### config.mk
export PLATFORM = sky130hd
export DESIGN_NAME = instr_fetch_unit
export DESIGN_NICKNAME = d
export VERILOG_FILES = /design/src/rtl/instr_fetch_unit.sv
export SDC_FILE = /design/constraint.sdc
export NUM_CORES = 1
export LEC_CHECK = 0
export BUFFER_PORTS_ARGS = -buffer_cell sky130_fd_sc_hd__clkbuf_2
export CAP_MARGIN = 20
export CORE_MARGIN = 2
export CORE_UTILIZATION = 44
export CTS_CLUSTER_SIZE = 20
export DETAILED_ROUTE_END_ITERATION = 7
export GPL_TIMING_DRIVEN = 0
export PLACE_DENSITY = 0.71
export SLEW_MARGIN = 20
export SYNTH_ARGS = -nofsm -noshare
export SYNTH_HDL_FRONTEND = slang
export SYNTH_SLANG_ARGS = --single-unit
export TNS_END_PERCENT = 10
### constraint.sdc
create_clock -name CLOCK -period 1.85 [get_ports CLOCK]
set_input_delay 0.37 -clock CLOCK [delete_from_list [all_inputs] [get_ports CLOCK]]
set_output_delay 0.37 -clock CLOCK [all_outputs]
set_load 0.01 [all_outputs]
### src/rtl/instr_fetch_unit.sv
// Instruction fetch stage: reads instruction memory at PC through a req/valid
// handshake, latches the returned word into INSTRUCTION and advances PC.
// Optional feature macro: FETCH_TIMEOUT_EN. When defined, a fetch left waiting
// TIMEOUT_CYCLES cycles completes with a NOP and sets the sticky FETCH_ERR flag.
// Without it, WAIT never times out and FETCH_ERR is tied low.
module instr_fetch_unit #(
    parameter int unsigned ADDR_WIDTH     = 8,
    parameter int unsigned DATA_WIDTH     = 8,
    parameter logic [ADDR_WIDTH-1:0] RESET_PC = '0,
    parameter int unsigned TIMEOUT_CYCLES = 15
) (
    input  logic                  CLOCK,
    input  logic                  RESET,
    input  logic                  FETCH,
    input  logic                  PC_LOAD,
    input  logic [ADDR_WIDTH-1:0] PC_LOAD_VALUE,
    output logic [ADDR_WIDTH-1:0] IMEM_ADDR,
    output logic                  IMEM_REQ,
    input  logic [DATA_WIDTH-1:0] IMEM_RDATA,
    input  logic                  IMEM_VALID,
    output logic [DATA_WIDTH-1:0] INSTRUCTION,
    output logic [ADDR_WIDTH-1:0] PC,
    output logic                  BUSY,
    output logic                  INSTR_VALID,
    output logic                  FETCH_ERR
);

    typedef enum logic [1:0] {StIdle, StReq, StWait} state_e;

    state_e                state_q;
    logic [ADDR_WIDTH-1:0] addr_q;       // address of the fetch in flight
    logic                  pc_loaded_q;  // a jump arrived mid-fetch; keep it over A+1

    logic [ADDR_WIDTH-1:0] fetch_addr;
    logic [ADDR_WIDTH-1:0] next_addr;

    assign fetch_addr = PC_LOAD ? PC_LOAD_VALUE : PC;
    assign next_addr  = addr_q + ADDR_WIDTH'(1);

`ifdef FETCH_TIMEOUT_EN
    localparam int unsigned CNT_W = $clog2(TIMEOUT_CYCLES + 1);
    localparam logic [DATA_WIDTH-1:0] NOP_OPCODE = DATA_WIDTH'(5);
    logic [CNT_W-1:0] cnt_q;
`else
    assign FETCH_ERR = 1'b0;
`endif

    // Fetch sequencer: state, address, PC, instruction register and all outputs.
    always_ff @(posedge CLOCK or posedge RESET) begin
        if (RESET) begin
            state_q     <= StIdle;
            addr_q      <= '0;
            pc_loaded_q <= 1'b0;
            PC          <= RESET_PC;
            INSTRUCTION <= '0;
            IMEM_ADDR   <= '0;
            IMEM_REQ    <= 1'b0;
            BUSY        <= 1'b0;
            INSTR_VALID <= 1'b0;
`ifdef FETCH_TIMEOUT_EN
            cnt_q       <= '0;
            FETCH_ERR   <= 1'b0;
`endif
        end else begin
            IMEM_REQ    <= 1'b0;
            INSTR_VALID <= 1'b0;
            unique case (state_q)
                StIdle: begin
                    if (PC_LOAD) PC <= PC_LOAD_VALUE;
                    if (FETCH) begin
                        addr_q      <= fetch_addr;
                        IMEM_ADDR   <= fetch_addr;
                        IMEM_REQ    <= 1'b1;
                        BUSY        <= 1'b1;
                        pc_loaded_q <= 1'b0;
                        state_q     <= StReq;
`ifdef FETCH_TIMEOUT_EN
                        cnt_q       <= '0;
`endif
                    end
                end
                StReq: begin
                    // IMEM_VALID is deliberately ignored here.
                    if (PC_LOAD) begin
                        PC          <= PC_LOAD_VALUE;
                        pc_loaded_q <= 1'b1;
                    end
                    state_q <= StWait;
                end
                StWait: begin
                    if (PC_LOAD) begin
                        PC          <= PC_LOAD_VALUE;
                        pc_loaded_q <= 1'b1;
                    end
                    if (IMEM_VALID) begin
                        INSTRUCTION <= IMEM_RDATA;
                        if (!PC_LOAD && !pc_loaded_q) PC <= next_addr;
                        INSTR_VALID <= 1'b1;
                        BUSY        <= 1'b0;
                        state_q     <= StIdle;
                    end
`ifdef FETCH_TIMEOUT_EN
                    else if (cnt_q == CNT_W'(TIMEOUT_CYCLES - 1)) begin
                        INSTRUCTION <= NOP_OPCODE;
                        if (!PC_LOAD && !pc_loaded_q) PC <= next_addr;
                        FETCH_ERR   <= 1'b1;
                        INSTR_VALID <= 1'b1;
                        BUSY        <= 1'b0;
                        state_q     <= StIdle;
                    end else begin
                        cnt_q <= cnt_q + CNT_W'(1);
                    end
`endif
                end
                default: state_q <= StIdle;
            endcase
        end
    end

endmodule

Word-level counts from Yosys, hierarchy flattened:

Index checks and enable logic that the tools add are counted.

* register bits: 30

* reduce and logical (&&, ||, !) cells: 14
* equal/unequal tests: 5
* mux-type cells: 17
* add/subtract/negate cells: 1

Operator list (count)
* 2-to-1 mux 8 bit: 3
* case mux 8 bit (2 select lines): 1
* adder 8 x 1 -> 8 bit, second input constant: 1
* 2-to-1 mux 1 bit: 8
* case mux 2 bit (3 select lines): 1
* AND reduction 2 bit: 3
* AND reduction 3 bit: 2
* nonzero test 2 bit: 3
* 2-to-1 mux 2 bit: 2
* != test 2 bit, second input constant: 2
* case mux 1 bit (2 select lines): 2
* OR reduction 2 bit: 2
* == test 2 x 1 -> 1 bit, second input constant: 1
* == test 2 bit, second input constant: 1
* logical NOT 1 bit: 2
* logical NOT 2 bit: 1
* != test 2 x 1 -> 1 bit, second input constant: 1
* logical AND 1 bit: 1

Depth between registers and ports, before layout:

Gate-level depths: netlist of run 1.

* word-level depth: 5
* depth in mapped cells: 7

Worst setup path after synthesis of run 1:

OpenSTA, ideal clock, no wires.

* path type: register -> register
* from: register state_q[0]
* to: register PC[5]
* buffers on the path: 0
* data arrival time: 1.432 ns
* library setup time: 0.069 ns
* path slack: 0.349 ns
* stages on the path, launching flop included: 5
* period minus slack after synthesis: 1.501 ns
* cell sequence: dfrtp_1 ha_1 or3_1 or4_1 nand3_1

* cells in the longest elaborated chain, start to end: 3

Ends and longest elaborated chain
* from (decl): line 30 `state_e state_q;`
* from (signal assigned): line 51 `state_q <= StIdle;`
* from (signal assigned): line 76 `state_q <= StReq;`
* from (signal assigned): line 88 `state_q <= StWait;`
* == test 2 x 1 -> 1 bit / logical NOT 2 bit (equally long branches): line 67 `unique case (state_q)`
* OR reduction 2 bit (no line)
* case mux 8 bit (2 select lines) / nonzero test 2 bit (equally long branches)
* to (signal assigned): line 97 `if (!PC_LOAD && !pc_loaded_q) PC <= next_addr;`
* to (decl): line 22 `output logic [ADDR_WIDTH-1:0] PC,`

Parallel ways exist; a longest one is shown, timed or not.
A chain may end at the register's enable or synchronous reset.

Worst setup path after layout of run 1:

* from: register state_q[0]
* to: register PC[0]

Same word-level chain as after synthesis.

==> results of run 1 <==
[cells in the mapped netlist (all sizes together) (3+ instances only)]
cell,instances,area (sq um)
a21oi,15,75.07
a31oi,3,18.77
buf,6,32.53
dfrtp,30,750.7
ha,5,62.56
inv,9,33.78
mux2,9,101.4
mux2i,6,60.06
nand2,3,11.26
nand3,5,25.02
nor2,12,45.04
nor2b,7,43.79
o21ai,6,30.03
or3,3,18.77
[cells by family (layout without fill, tap and decap cells)]
group / Yosys count / after routing
AO/OA/AOI/OAI: 37 / 37
flip-flops: 30 / 30
multiplexers: 15 / 15
AND/OR/NAND/NOR: 40 / 40
other: 1 / 1
buffers and inverters: 16 / 71
XOR/XNOR: 3 / 3
adder cells (fa/ha/maj): 5 / 5
[path summary, 6_finish.rpt]
path,to,cells past startpoint
max in group asynchronous,addr_q[3],2
worst max register to register,PC[0],6
worst max-delay path,PC[0],6
worst min register to register,INSTRUCTION[4],1
worst min-delay path,INSTRUCTION[7],2
min in group CLOCK,INSTRUCTION[3],2
[per-stage QoR]
stage	hold WS, ps	power [mW]
2_1_floorplan	460.8	1.992
3_3_place_gp	491.1	2.417
3_5_place_dp	467.8	2.481
4_1_cts	106.8	2.968
5_1_grt	132.6	3.193
6_report	91.93	2.939
[power by group through the flow]
| stage | Combinational [mW] | Sequential, mW | Clock (mW) |
|---|---|---|---|
| after floorplan | 0.700 | 1.29 | 0 |
| after global placement | 1.22 | 1.19 | 0 |
| after detailed placement | 1.26 | 1.22 | 0 |
| after CTS | 1.26 | 1.21 | 0.495 |
| after global routing | 1.39 | 1.26 | 0.538 |
| final | 1.25 | 1.21 | 0.478 |
[layout make-up]
type / count / area share (%)
Clock buffer: 8 / 4.120
Tap cell: 46 / 3.009
Buffer: 7 / 1.897
Inverter: 9 / 1.766
Multi-Input combinational cell: 101 / 37.67
Sequential cell: 30 / 39.24
Timing Repair Buffer: 47 / 12.30
[per-layer routing]
metal / routed length (microns) / track usage, %
met2: 1729 / 35.51
met1: 1439 / 22.12
met3: 298 / 6.964
met5: 0 / 0
met4: 46 / 7.337
[sequential cells by signal (all words and copies together), names as in the netlist]
register,flops
INSTRUCTION,8
PC,8
addr_q,8
state_q,2
BUSY,1
IMEM_REQ,1
INSTR_VALID,1
pc_loaded_q,1
==> run_results.csv, run 1 <==
group,metric,value,unit
grt,grt_pass1_wl,6134,microns
synthesis,synth_compound_area_share,15.42,%
setup_path,worstPathArrival,1920,ps
pwr,p_int,1.791,mW
floorplanning,ios,49,
clock_tree,post_cts.repair.setup_buffers,0,
pwr,power.leakage,0.9537,nW
floorplanning,rows,21,
sta,setup_viol,0,
synthesis,synth_edf_count,0,
run_status,status,"complete, no violations",
finish,seq_area,750.7,sq um
setup_path,worstPathRequired,2070,ps
synthesis,synthSimpleGateAreaFrac,14.85,%
synthesis,synth-adder-area-share,4.058,%
route,drt_pre_antenna_iters,4,
sta,fin_crit,1696,ps
placed_design,dp.cells,240,
sta,setup-tns-final,0,ps
finish,drive_above_1_share,36.14,%
setup_path,timing.critical_path.from,"state_q[0]",
setup_path,crit_fanout,6,
pwr,switching_share,39.05,%
run,maxCapViolCount,0,
synthesis,syn-num-nets,173,
grt,antenna_found_initial,0,
clock_tree,htreeDepth,2,
setup_path,crit_path_max_incr_delay,410,ps
finish,final_cells,248,
sta,worst_pin_slew,619.0,ps
setup_path,critPathKind,"reg -> reg",
sta,fin_crit_sh,91.65,%
pwr,irDropWorstVdd,824.0,uV
sta,hold_viol,0,
clock_tree,ctsResizeCount,0,
sta,max_freq,589.8,MHz
pwr,seq_power_share,41.3,%
placed_design,placed_area,1834,sq um
synthesis,syn_area_per_cell,10.49,sq um
floorplanning,core_area,3363,sq um
placed_design,pre_cts_ws,160.8,ps
setup_path,reg2reg_from,"state_q[0]",
route,postRouteWirelength,3514,microns
synthesis,synth_cells,147,
sta,final.setup.worst_slack,154.4,ps
clock_tree,clock_latency,330,ps
placed_design,dp_hpwl,2673,microns
placed_design,port_buffers,47,
finish,final_util,56.88,%
route,ant_nets,0,
placed_design,gp_congestion,0.8443,
sta,maxSlewHeadroom,58.68,%
clock_tree,clk_pin_slew,90,ps
sta,rsz0062_at_grt,"no",
grt,grt_pass1_vias,1352,
grt,grt_max_degree,31,
finish,final_cell_mix,"clkbuf_2, dfrtp_1, a21oi_1, nor2_1, mux2_2",
synthesis,synth_top_family_by_area,"compound AO/OA/AOI/OAI gates",
synthesis,ys_warn_count,0,
synthesis,ys.flop_type,"dfrtp_1",
pwr,p_sw,1.148,mW
clock_tree,numClockSinks,30,
pwr,share_comb_of_total_power,42.4,%
synthesis,synth-seq-area-share,48.70,%
grt,grt-ovfl-total,0,
synthesis,ys_ff_latch,30,
pwr,p_clk_share,16.3,%
synthesis,ys_types,38,
finish,final_common_cell,"clkbuf_2",
pwr,power_density,1536,nW/um^2
finish,syn2layout_area_growth,24.11,%
hold_path,hp-class,"in -> async",
finish,fill_cells,326,
synthesis,async_reset_ff_share,100.0,%
clock_tree,ctsLongestPathBuffers,2,
finish,fin_nets,227,
route,vias_per_cell,5.298,
route,vias,1314,
setup_path,cp-end-kind,"register",
synthesis,synthXorXnorAreaFrac,1.705,%
floorplanning,die_area,3993,sq um
setup_path,critPathSlowestCell,"dfrtp_1",
clock_tree,root_buffer,"clkbuf_4",
setup_path,cp_num_buf_inv,2,
finish,fin_area,1913,sq um
floorplanning,die_h,63.19,microns
floorplanning,die_w,63.19,microns
route,drc_errors,0,
setup_path,crit_family,"flip-flops",
finish,n_antenna_cell,0,
grt,grt_use_total,20.03,%
clock_tree,numCtsBuffers,5,
setup_path,cp_cell_sequence,"inv_1 -> ha_1 -> and3b_1 -> clkbuf_1 -> a31oi_1 -> o22a_1",
clock_tree,cts_tree,"built",
clock_tree,cts_hold_repair.buffers,0,
floorplanning,initial_utilization,45.83,%
route,drt-initial-drc-count,53,
route,avgRoutedWirePerCell,14.17,microns
setup_path,reg2reg_slack,150,ps
sta,clock_skew,3.847,ps
synthesis,muxShareOfSynthArea,10.47,%
finish,multi_input_area,720.7,sq um
sta,drv_slew,0,
synthesis,synth.cell_area,1541,sq um
setup_path,startpoint_type,"register",
Power figures use the tool's default switching activity.
==> run 2, diff against run 1 <==
Settings changed: CORE_ASPECT_RATIO from default to 0.6.
==> run_results.csv, run 2 (same netlist as run 1, synthesis figures left out) <==
group,metric,value,unit
clock_tree,cts_tree,"built",
floorplanning,rows,16,
sta,maxSlewHeadroom,57.51,%
sta,rsz0062_at_grt,"no",
run,maxCapViolCount,0,
setup_path,r2r_end,"PC[0]",
setup_path,crit_path_max_incr_delay,400,ps
pwr,switching_share,38.17,%
setup_path,worstPathRequired,2020,ps
sta,final.setup.worst_slack,186.7,ps
placed_design,port_buffers,47,
sta,whs,149.8,ps
route,vias_per_cell,5.344,
grt,grt-ovfl-total,0,
pwr,power.leakage,0.9667,nW
clock_tree,clock_latency,280,ps
finish,fin_area,1943,sq um
finish,fin_nets,227,
route,avgRoutedWirePerCell,14.74,microns
run_status,status,"complete, no violations",
placed_design,gp_congestion,0.8140,
clock_tree,ctsResizeCount,0,
clock_tree,root_buffer,"clkbuf_8",
floorplanning,die_w,80.41,microns
setup_path,reg2reg_slack,190,ps
floorplanning,initial_utilization,46.67,%
finish,fill_cells,291,
floorplanning,core_area,3303,sq um
finish,drive_above_1_share,36.14,%
clock_tree,post_cts.repair.setup_buffers,0,
clock_tree,numCtsBuffers,5,
setup_path,crit_fanout,6,
pwr,seq_power_share,39.2,%
clock_tree,cts_hold_repair.buffers,0,
setup_path,worstPathArrival,1840,ps
route,postRouteWirelength,3640,microns
finish,final_common_cell,"clkbuf_2",
sta,fin_crit,1663,ps
grt,grt_pass1_vias,1300,
finish,largestRegisters,"INSTRUCTION (8), PC (8), addr_q (8)",
finish,final_cell_mix,"clkbuf_2, dfrtp_1, a21oi_1, nor2_1, mux2_2",
route,ant_nets,0,
route,drt_pre_antenna_iters,4,
setup_path,r2r_cells,6,
finish,syn2layout_area_growth,26.05,%
grt,antenna_found_initial,0,
pwr,p_sw,1.180,mW
hold_path,hp-class,"in -> async",
pwr,power_density,1591,nW/um^2
clock_tree,htreeDepth,2,
sta,fin_crit_sh,89.91,%
sta,drv_slew,0,
setup_path,critPathKind,"reg -> reg",
setup_path,cp_cell_sequence,"inv_1 -> ha_1 -> and3b_1 -> clkbuf_1 -> a31oi_1 -> o22a_1",
placed_design,dp_hpwl,2703,microns
grt,grt_use_total,20.46,%
finish,final_cells,247,
floorplanning,die_area,4008,sq um
sta,hold_viol,0,
placed_design,placed_area,1833,sq um
setup_path,startpoint_type,"register",
pwr,p_int,1.911,mW
placed_design,pre_cts_ws,216.5,ps
setup_path,reg2reg_from,"state_q[0]",
clock_tree,ctsLongestPathBuffers,2,
setup_path,cp-end-kind,"register",
floorplanning,die_h,49.85,microns
sta,worst_pin_slew,636.4,ps
route,drc_errors,0,
sta,setup-tns-final,0,ps
grt,grt_max_degree,31,
pwr,finalPower,3.091,mW
sta,clock_skew,2.805,ps
pwr,irDropWorstVdd,916.9,uV
finish,n_antenna_cell,0,
placed_design,dp.cells,239,
pwr,p_clk_share,20.0,%
sta,max_freq,601.2,MHz
clock_tree,numClockSinks,30,
route,drt-initial-drc-count,143,
sta,setup_viol,0,
finish,final_util,58.83,%
floorplanning,ios,49,
setup_path,critPathSlowestCell,"dfrtp_1",
clock_tree,clk_pin_slew,60,ps
pwr,share_comb_of_total_power,40.8,%
grt,grt_pass1_wl,6127,microns
route,vias,1320,
-- run 2: cell type report --
cell class	count	area [sq um]	area share, %
tap	45	56.30	2.898
timing repair buffer	47	235.2	12.11
multi-input combinational	101	720.7	37.09
inverter	9	33.78	1.739
clock buffer	8	110.1	5.666
sequential	30	750.7	38.63
buffer	7	36.28	1.867
-- run 2: how the worst max path moves through the flow --
stage,from,endpoint,slack [ps]
global route,state_q[0],PC[0],80
CTS,state_q[0],PC[0],200
detailed placement,state_q[0],PC[0],220
global placement,state_q[0],PC[0],240
floorplan,state_q[0],PC[5],350
finish,state_q[0],PC[0],190
-- run 2: critical path, delay by kind of cell, from the launching register on --
family	cells	cell delay, ps
AO/OA/AOI/OAI	2	320
adder cells (fa/ha/maj)	1	280
buffers and inverters	2	360
flip-flops	1	400
AND/OR/NAND/NOR	1	190
-- run 2: metal layers --
metal  part of all wire [%]  vias to the layer above  global-route usage [%]
li1                       -                      628                       -
met1                     45                      626                   28.44
met2                     44                       62                   31.11
met3                    9.4                        4                   6.044
met4                    1.2                        0                   5.932
met5                      0                        -                       0
-- run 2: power groups by stage --
stage	clock network [mW]	logic, mW	registers (mW)
floorplan	0	0.700	1.29
global placement	0	1.23	1.19
detailed placement	0	1.27	1.22
CTS	0.627	1.28	1.21
global route	0.662	1.41	1.26
finish	0.617	1.26	1.21
==> run 3, diff against run 2 <==
Settings changed: CORE_ASPECT_RATIO 0.6 to default, CORE_UTILIZATION 44 to 35, PLACE_DENSITY 0.71 to default.
==> run_results.csv, run 3 (same netlist as run 1, synthesis figures left out) <==
group,metric,value,unit
pwr,power.leakage,0.9655,nW
floorplanning,initial_utilization,35.90,%
finish,final_cell_mix,"clkbuf_2, dfrtp_1, a21oi_1, nor2_1, mux2_2",
setup_path,critPathKind,"reg -> reg",
floorplanning,die_h,70.37,microns
clock_tree,cts_hold_repair.buffers,0,
clock_tree,clk_pin_slew,70,ps
sta,maxSlewHeadroom,57.67,%
setup_path,crit_fanout,10,
clock_tree,cts_tree,"built",
clock_tree,numClockSinks,30,
run,maxCapViolCount,0,
clock_tree,ctsResizeCount,0,
finish,fin_nets,226,
setup_path,reg2reg_from,"state_q[0]",
sta,rsz0062_at_grt,"no",
setup_path,reg2reg_slack,220,ps
sta,setup-tns-final,0,ps
sta,fin_crit_sh,87.87,%
setup_path,r2r_end,"addr_q[0]",
hold_path,hp-class,"in -> async",
floorplanning,core_area,4294,sq um
route,drt-initial-drc-count,53,
route,drc_errors,0,
route,drt_pre_antenna_iters,4,
grt,grt-ovfl-total,0,
route,avgRoutedWirePerCell,14.11,microns
grt,grt_pass1_vias,1244,
pwr,power_density,1572,nW/um^2
clock_tree,htreeDepth,2,
setup_path,cp-end-kind,"register",
route,vias,1281,
clock_tree,root_buffer,"clkbuf_8",
grt,grt_pass1_wl,6030,microns
sta,worst_pin_slew,634.1,ps
clock_tree,ctsLongestPathBuffers,2,
finish,drive_above_1_share,36.32,%
clock_tree,numCtsBuffers,5,
placed_design,dp.cells,246,
setup_path,worstPathArrival,1830,ps
grt,grt_use_total,15.45,%
finish,final_common_cell,"clkbuf_2",
setup_path,worstPathRequired,2050,ps
sta,fin_crit,1626,ps
finish,final_cells,253,
setup_path,r2r_cells,7,
setup_path,startpoint_type,"register",
route,ant_nets,0,
floorplanning,die_area,4951,sq um
pwr,irDropWorstVdd,742.3,uV
grt,grt_max_degree,31,
placed_design,dp_hpwl,2610,microns
placed_design,port_buffers,47,
grt,antenna_found_initial,0,
finish,fill_cells,425,
run_status,status,"complete, no violations",
route,vias_per_cell,5.063,
placed_design,gp_congestion,0.8294,
sta,clock_skew,8.592,ps
finish,syn2layout_area_growth,26.38,%
sta,drv_slew,0,
floorplanning,ios,49,
floorplanning,die_w,70.37,microns
finish,n_antenna_cell,0,
route,postRouteWirelength,3571,microns
clock_tree,post_cts.repair.setup_buffers,0,
floorplanning,rows,24,
sta,hold_viol,0,
finish,largestRegisters,"INSTRUCTION (8), PC (8), addr_q (8)",
clock_tree,clock_latency,280,ps
sta,setup_viol,0,
sta,max_freq,615.1,MHz
run 3: cell count changes in the layout (fill, tap and decap cells not counted):
cell / previous run / this run
clkbuf_1: 1 / 0
run 3: power breakdown:
part           total, mW  switching, mW  leakage (nW)  internal (mW)
logic               1.23          0.644         0.559          0.588
registers           1.21          0.271         0.349          0.943
clock network      0.616          0.241        0.0575          0.375
run 3: per-layer routing:
layer | track usage, % | up-vias | share of wire, % | routed length [microns]
met5 | 0 | - | 0 | 0
met3 | 5.916 | 2 | 8.3 | 297
met2 | 22.96 | 48 | 46 | 1628
met1 | 20.66 | 603 | 46 | 1629
met4 | 5.128 | 0 | 0.42 | 15
li1 | - | 628 | - | -
run 3: worst max-delay path: stages (launching register included):
cell     delay, ps
dfrtp_1        410
inv_1          100
ha_1           250
and2_1         140
buf_2          200
buf_2          270
nor2_1          60
a21oi_1        120
run 3: final cells by class:
cell class              count  area (sq um)  area share, %
flip-flops and latches     30         750.7          38.54
multi-input cells         101         720.7          36.99
repair buffers             47         235.2          12.07
clock buffers               8         110.1          5.652
well taps                  52         65.06          3.340
inverters                   9         33.78          1.734
plain buffers               6         32.53          1.670
run 3: worst max-delay path by stage:
| stage | from | to | slack, ps | cells after the start |
|---|---|---|---|---|
| 5_1_grt | state_q[1] | addr_q[0] | 80 | 7 |
| 6_report | state_q[0] | addr_q[0] | 220 | 7 |
| 2_1_floorplan | state_q[0] | PC[5] | 350 | 4 |
| 4_1_cts | state_q[0] | PC[0] | 140 | 6 |
| 3_5_place_dp | state_q[0] | PC[0] | 170 | 6 |
| 3_3_place_gp | state_q[0] | PC[0] | 160 | 6 |
run 3: through the flow:
| stage | setup WS, ps | instance area [sq um] | hold WS, ps | power [mW] | util, % |
|---|---|---|---|---|---|
| 3_5_place_dp | 167.5 | 1842 | 485.4 | 2.475 | 42.89 |
| 3_3_place_gp | 161.9 | 1842 | 492.2 | 2.452 | 42.89 |
| 5_1_grt | 80.62 | 1948 | 208.8 | 3.324 | 45.37 |
| 6_report | 224.3 | 1948 | 159.4 | 3.063 | 45.37 |
| 4_1_cts | 141.5 | 1952 | 175.9 | 3.107 | 45.45 |
| 2_1_floorplan | 348.8 | 1541 | 460.8 | 1.992 | - |
